File: src/rtl/bus_arbiter_if.sv
// Bus arbiter interface: source requests/words in, registered bus out.
// master = arbiter side, slave = sources and destinations.
interface bus_arbiter_if #(
  parameter int word_width = 16,
  parameter int n_src      = 4,
  parameter int n_dst      = 4
);
  logic [n_src-1:0]            src_req;
  logic [n_src-1:0]            src_lock;
  logic [n_src*word_width-1:0] src_data;
  logic [n_src*n_dst-1:0]      src_dst;
  logic [n_src-1:0]            src_gnt;
  logic [word_width-1:0]       bus_data;
  logic                        bus_valid;
  logic [n_dst-1:0]            dst_load;
  logic                        bus_err;

  modport master (
    input  src_req, src_lock, src_data, src_dst,
    output src_gnt, bus_data, bus_valid, dst_load, bus_err
  );

  modport slave (
    output src_req, src_lock, src_data, src_dst,
    input  src_gnt, bus_data, bus_valid, dst_load, bus_err
  );
endinterface

File: src/rtl/bus_arbiter.sv
// Round-robin word bus arbiter with burst lock and sticky error.
// One registered transfer per cycle to a multi-hot destination set.
module bus_arbiter #(
  parameter int word_width = 16,
  parameter int n_src      = 4,
  parameter int n_dst      = 4,
  parameter int max_burst  = 4
) (
  input  logic          clk,
  input  logic          rst,
  bus_arbiter_if.master bus
);
  localparam int sw = (n_src > 1) ? $clog2(n_src) : 1;
  localparam int bw = (max_burst > 1) ? $clog2(max_burst) : 1;

  logic [sw-1:0]         rr_ptr;
  logic [sw-1:0]         owner;
  logic                  owner_vld;
  logic [bw-1:0]         burst_cnt;
  logic [sw-1:0]         win_idx;
  logic [sw-1:0]         idx;
  logic                  win_vld;
  logic                  lock_hit;
  logic [word_width-1:0] win_data;
  logic [n_dst-1:0]      win_dst;

  // Pick this cycle's winner: locked owner first, else round-robin scan.
  always_comb begin
    idx      = '0;
    win_vld  = 1'b0;
    win_idx  = rr_ptr;
    lock_hit = owner_vld
             && bus.src_req[owner]
             && bus.src_lock[owner]
             && (int'(burst_cnt) < max_burst - 1);
    if (lock_hit) begin
      win_vld = 1'b1;
      win_idx = owner;
    end else begin
      for (int k = 1; k <= n_src; k++) begin
        idx = sw'((int'(rr_ptr) + k) % n_src);
        if (!win_vld && bus.src_req[idx]) begin
          win_vld = 1'b1;
          win_idx = idx;
        end
      end
    end
    win_data = bus.src_data[int'(win_idx)*word_width +: word_width];
    win_dst  = bus.src_dst[int'(win_idx)*n_dst +: n_dst];
  end

  // Register the transfer and advance pointer, burst and error state.
  always_ff @(posedge clk or posedge rst) begin
    if (rst) begin
      bus.src_gnt   <= '0;
      bus.bus_data  <= '0;
      bus.bus_valid <= 1'b0;
      bus.dst_load  <= '0;
      bus.bus_err   <= 1'b0;
      rr_ptr        <= sw'(n_src - 1);
      burst_cnt     <= '0;
      owner         <= '0;
      owner_vld     <= 1'b0;
    end else begin
      bus.bus_valid <= win_vld;
      owner_vld     <= win_vld;
      if (win_vld) begin
        bus.src_gnt  <= n_src'(1) << win_idx;
        bus.bus_data <= win_data;
        bus.dst_load <= win_dst;
        owner        <= win_idx;
        if (win_dst == '0) begin
          bus.bus_err <= 1'b1;
        end
        if (lock_hit) begin
          burst_cnt <= burst_cnt + 1'b1;
        end else begin
          burst_cnt <= '0;
          rr_ptr    <= win_idx;
        end
      end else begin
        bus.src_gnt  <= '0;
        bus.dst_load <= '0;
        burst_cnt    <= '0;
      end
    end
  end
endmodule

File: src/flat_wrapper.sv
// flat-port wrapper written by rule: the top's interface ports become plain ports
module bus_arbiter_flat 
#(
  parameter int word_width = 16,
  parameter int n_src      = 4,
  parameter int n_dst      = 4,
  parameter int max_burst  = 4
)
  (clk, rst, bus_src_req, bus_src_lock, bus_src_data, bus_src_dst, bus_src_gnt, bus_bus_data, bus_bus_valid, bus_dst_load, bus_bus_err);
  bus_arbiter_if #(.word_width(word_width), .n_src(n_src), .n_dst(n_dst)) bus_i ();
  input  logic clk;
  input  logic rst;
  input wire logic [$bits(bus_i.src_req)-1:0] bus_src_req;
  input wire logic [$bits(bus_i.src_lock)-1:0] bus_src_lock;
  input wire logic [$bits(bus_i.src_data)-1:0] bus_src_data;
  input wire logic [$bits(bus_i.src_dst)-1:0] bus_src_dst;
  output wire logic [$bits(bus_i.src_gnt)-1:0] bus_src_gnt;
  output wire logic [$bits(bus_i.bus_data)-1:0] bus_bus_data;
  output wire logic [$bits(bus_i.bus_valid)-1:0] bus_bus_valid;
  output wire logic [$bits(bus_i.dst_load)-1:0] bus_dst_load;
  output wire logic [$bits(bus_i.bus_err)-1:0] bus_bus_err;
  assign bus_i.src_req = bus_src_req;
  assign bus_i.src_lock = bus_src_lock;
  assign bus_i.src_data = bus_src_data;
  assign bus_i.src_dst = bus_src_dst;
  assign bus_src_gnt = bus_i.src_gnt;
  assign bus_bus_data = bus_i.bus_data;
  assign bus_bus_valid = bus_i.bus_valid;
  assign bus_dst_load = bus_i.dst_load;
  assign bus_bus_err = bus_i.bus_err;
  bus_arbiter #(.word_width(word_width), .n_src(n_src), .n_dst(n_dst), .max_burst(max_burst)) u_core (.clk(clk), .rst(rst), .bus(bus_i));
endmodule
File: config.mk
export PLATFORM = sky130hd
export DESIGN_NAME = bus_arbiter_flat
export DESIGN_NICKNAME = d
export VERILOG_FILES = /design/src/rtl/bus_arbiter_if.sv /design/src/rtl/bus_arbiter.sv /design/src/flat_wrapper.sv
export SDC_FILE = /design/constraint.sdc
export NUM_CORES = 1
export LEC_CHECK = 0
export ABC_AREA = 0
export CELL_PAD_IN_SITES_DETAIL_PLACEMENT = 0
export CELL_PAD_IN_SITES_GLOBAL_PLACEMENT = 2
export CORE_ASPECT_RATIO = 0.75
export CORE_MARGIN = 10
export CORE_UTILIZATION = 38
export CTS_CLUSTER_DIAMETER = 40
export DETAILED_ROUTE_END_ITERATION = 6
export DONT_BUFFER_PORTS = 1
export PLACE_DENSITY = 0.95
export RECOVER_POWER = 25
export SYNTH_ARGS = -nofsm -noshare
export SYNTH_HDL_FRONTEND = slang
export SYNTH_SLANG_ARGS = --single-unit
export TNS_END_PERCENT = 100
File: constraint.sdc
create_clock -name clk -period 5.8 [get_ports clk]
set_clock_uncertainty 0.2 [all_clocks]
set_input_delay 0.87 -clock clk [delete_from_list [all_inputs] [get_ports clk]]
set_output_delay 0.87 -clock clk [all_outputs]
set_load 0.02 [all_outputs]
==> out/results.txt <==
Mapped Avg Cell Area -> 9.76 um^2
crit path kind -> reg2reg
met1 usage -> 14.6%
pin count of the biggest net entering global routing -> 44
Crit-path slowest cell -> dfrtp_1
latest clock arrival within the worst-skew pair -> 270 ps
Initial Util -> 40.2%
Crit path arrival time -> 2970 ps
Crit. path cell count -> 7
die width -> 108 um
Ports -> 116
type of origin of the critical path -> flop
CTS max path bufs -> 2
Least-Margin Pin Slew -> 1700 ps
drt total wl -> 6030 um
crit share post-route -> 51.8%
Buffers on Ports -> 0
P_leak -> 1.02 nW
P per Cell Area -> 683 mW/mm^2
post-synthesis mux area share -> 29.1%
Reg2Reg Depth -> 7
Detailed Routing Iterations Pass 1 -> 4
via/cell ratio -> 5.48
CTS tree -> done
setup repair bufs after CTS -> 0
H-tree levels -> 2
Crit path largest cell delay -> 710 ps
Synth Instances -> 225
post-synth cell types -> 42
Max VDD drop -> 0.218 mV
Finished Layout Cells -> 297
post-cts hold buffer count -> 0
placed insts -> 289
Final Critical Period -> 3010 ps
CP Cell Sequence -> inv_1 -> a221oi_4 -> and2_1 -> o21a_2 -> o21ai_0 -> a22o_1 -> a41o_1
Reg clk slew, reported paths -> 70 ps
violated checks -> capacitance limit, slew limit
share of cells above drive strength 1 -> 14.9%
final hold vios -> 0
Syn Nets -> 316
die height -> 85.8 um
fin nets -> 312
Hold WC Path Type -> reg2reg
Syn Std Cell Area -> 0.00220 mm^2
# diodes -> 0
worst r2r src -> u_core.owner[0]
post-layout power -> 0.00158 W
global route overflow -> 0
first-iteration detailed-routing DRC count -> 36
global route hottest layer -> met2
Seq cells post-synth -> 32
CP endpoint -> u_core.bus.bus_err
Crit Path Max Fanout -> 22
Resize count post-CTS -> 0
Hold WS -> 246 ps
first-pass GRT wire length -> 9280 um
Yosys Warn Count -> 0
Synth Area in Simple Gates -> 13.0%
post-synthesis compound-gate area fraction -> 16.0%
CTS sink cnt -> 32
Synth area leaders -> dfrtp_1 34%, mux2i_1 19%, mux2_2 6.7%
Synth Area in XOR/XNOR -> 0%
Crit path max-delay family -> compound AO/OA/AOI/OAI gates
status -> complete, but fails checks
Final setup viols -> 0
fillers -> 553
R2R setup slack -> 2790 ps
Buffers & Inverters on Critical Path -> 1
antenna violations before repair -> 0
routed vias -> 1628
# rows -> 23
routing usage on met3 -> 5.90%
Reg-to-Reg End -> u_core.bus.bus_err
Layout Area Growth over Synthesis -> 5.53%
fin. max-slew vios -> 33
leading area contributor after synthesis -> dfrtp_1
CTS buffer count -> 5
met2 usage in global routing -> 19.5%
Seq/Total Area, Yosys -> 36.6%
Max Cap Viol -> 1
ys async rst share -> 100%
vias in the first global route -> 1750
main combinational cell family by area after synthesis -> multiplexers
DRC Markers -> 0
Synth Area in Adders -> 0.570%
Worst Path Required -> 5760 ps
core region area -> 0.00547 mm^2
Worst setup EP type -> flop
All-Layer GR Usage -> 12.3%
full die area -> 0.00925 mm^2
Detailed Place HPWL -> 4820 um
area share of the largest cell type after synthesis -> 34.2%
Sum Neg Setup Slack -> 0 ps
Rel. slew slack -> -13.6%
Max Clk Rate -> 333 MHz
DRT antenna net count -> 0
Routability Congestion -> 0.816
Post-synth EDFFs -> 0
Crit. Startpoint -> u_core.owner[0]
root buffer cell -> clkbuf_8
RSZ-0062 raised after global routing -> no
Primary FF master, synth -> dfrtp_1
routed len/inst -> 20.3 um
power breakdown:
| part | internal [W] | total (W) | switching [W] |
|---|---|---|---|
| Sequential | 0.000340 | 0.000553 | 0.000213 |
| Combinational | 0.000421 | 0.000855 | 0.000434 |
| Clock | 0.0000946 | 0.000175 | 0.0000803 |
layout make-up:
class,count,area (um^2),area share (%)
clock inverter,2,10.0,0.432
clock buffer,6,82.6,3.56
timing repair buffer,3,18.8,0.810
tap,75,93.8,4.05
sequential,32,803,34.7
multi-input combinational,175,1290,55.8
inverter,4,15.0,0.648
layout by cell type (no fill, tap or decap), drive strengths merged, types with 2 or more instances in the layout:
cell type  Yosys  layout
nor2           9       9
o21ai         24      24
o31ai          2       2
and2           2       2
and3           2       2
nor3           7       7
buf            9       2
clkbuf         5       7
inv            4       4
o221a          2       2
mux2i         42      42
dfrtp         30      30
dfstp          2       2
a22o           4       4
nand2b         6       6
clkinv         0       2
nand2         30      30
a22oi          4       4
mux2          19      19
o21a           2       2
a21oi          7       7
flip-flops by register name, summed over array words and instances (netlist names):
signal                flops
u_core.bus.bus_data      16
u_core.bus.dst_load       4
u_core.bus.src_gnt        4
u_core.burst_cnt          2
u_core.owner              2
u_core.rr_ptr             2
u_core.bus.bus_err        1
u_core.bus.bus_valid      1
stage by stage:
step                      instance area, um^2  setup WS [ps]  util [%]
after global routing                     2320           2620      42.4
after detailed placement                 2230           2720      40.8
after global placement                   2230           2820      40.8
after floorplan                          2200           3050         -
final                                    2320           2790      42.4
after CTS                                2320           2800      42.4
synth_stat cells (2+ instances only):
master,n
nand2_1,28
nand2b_1,6
a22oi_1,4
clkbuf_1,5
o221a_2,2
a21oi_1,7
nor3_1,7
o21ai_1,17
mux2i_1,42
mux2_1,5
o21ai_0,7
dfstp_2,2
and3_1,2
inv_1,4
mux2_2,13
buf_6,4
a22o_1,4
buf_2,3
nor2_1,9
o31ai_1,2
dfrtp_1,30
and2_1,2
worst min-delay path by stage:
| stage | slack (ps) | endpoint | cells past startpoint | start |
|---|---|---|---|---|
| floorplan | 210 | u_core.burst_cnt[0] | 1 | u_core.burst_cnt[0] |
| global placement | 250 | u_core.burst_cnt[0] | 1 | u_core.burst_cnt[0] |
| detailed placement | 250 | u_core.burst_cnt[0] | 1 | u_core.burst_cnt[0] |
| CTS | 260 | u_core.burst_cnt[0] | 1 | u_core.burst_cnt[0] |
| global route | 290 | u_core.burst_cnt[0] | 1 | u_core.burst_cnt[0] |
| finish | 250 | u_core.burst_cnt[0] | 1 | u_core.burst_cnt[0] |
layer usage:
metal	part of all wire (%)	up-vias	routed length, um
met5	0	-	0
met4	0.61	0	37
met3	11	2	639
met2	48	59	2880
met1	41	757	2470
li1	-	810	-
cells by family after synthesis:
logic type	count (synthesis)
fa+ha+maj	1
compound gates	52
flops	32
mux	61
simple gates	61
buf+inv	18
worst register-to-register path, cell delays in order (launching register included):
cell      delay [ps]
dfrtp_1          710
inv_1            180
a221oi_4         400
and2_1           280
o21a_2           520
o21ai_0          170
a22o_1           230
a41o_1           210
Note: power is estimated with default switching activity, not from simulation.
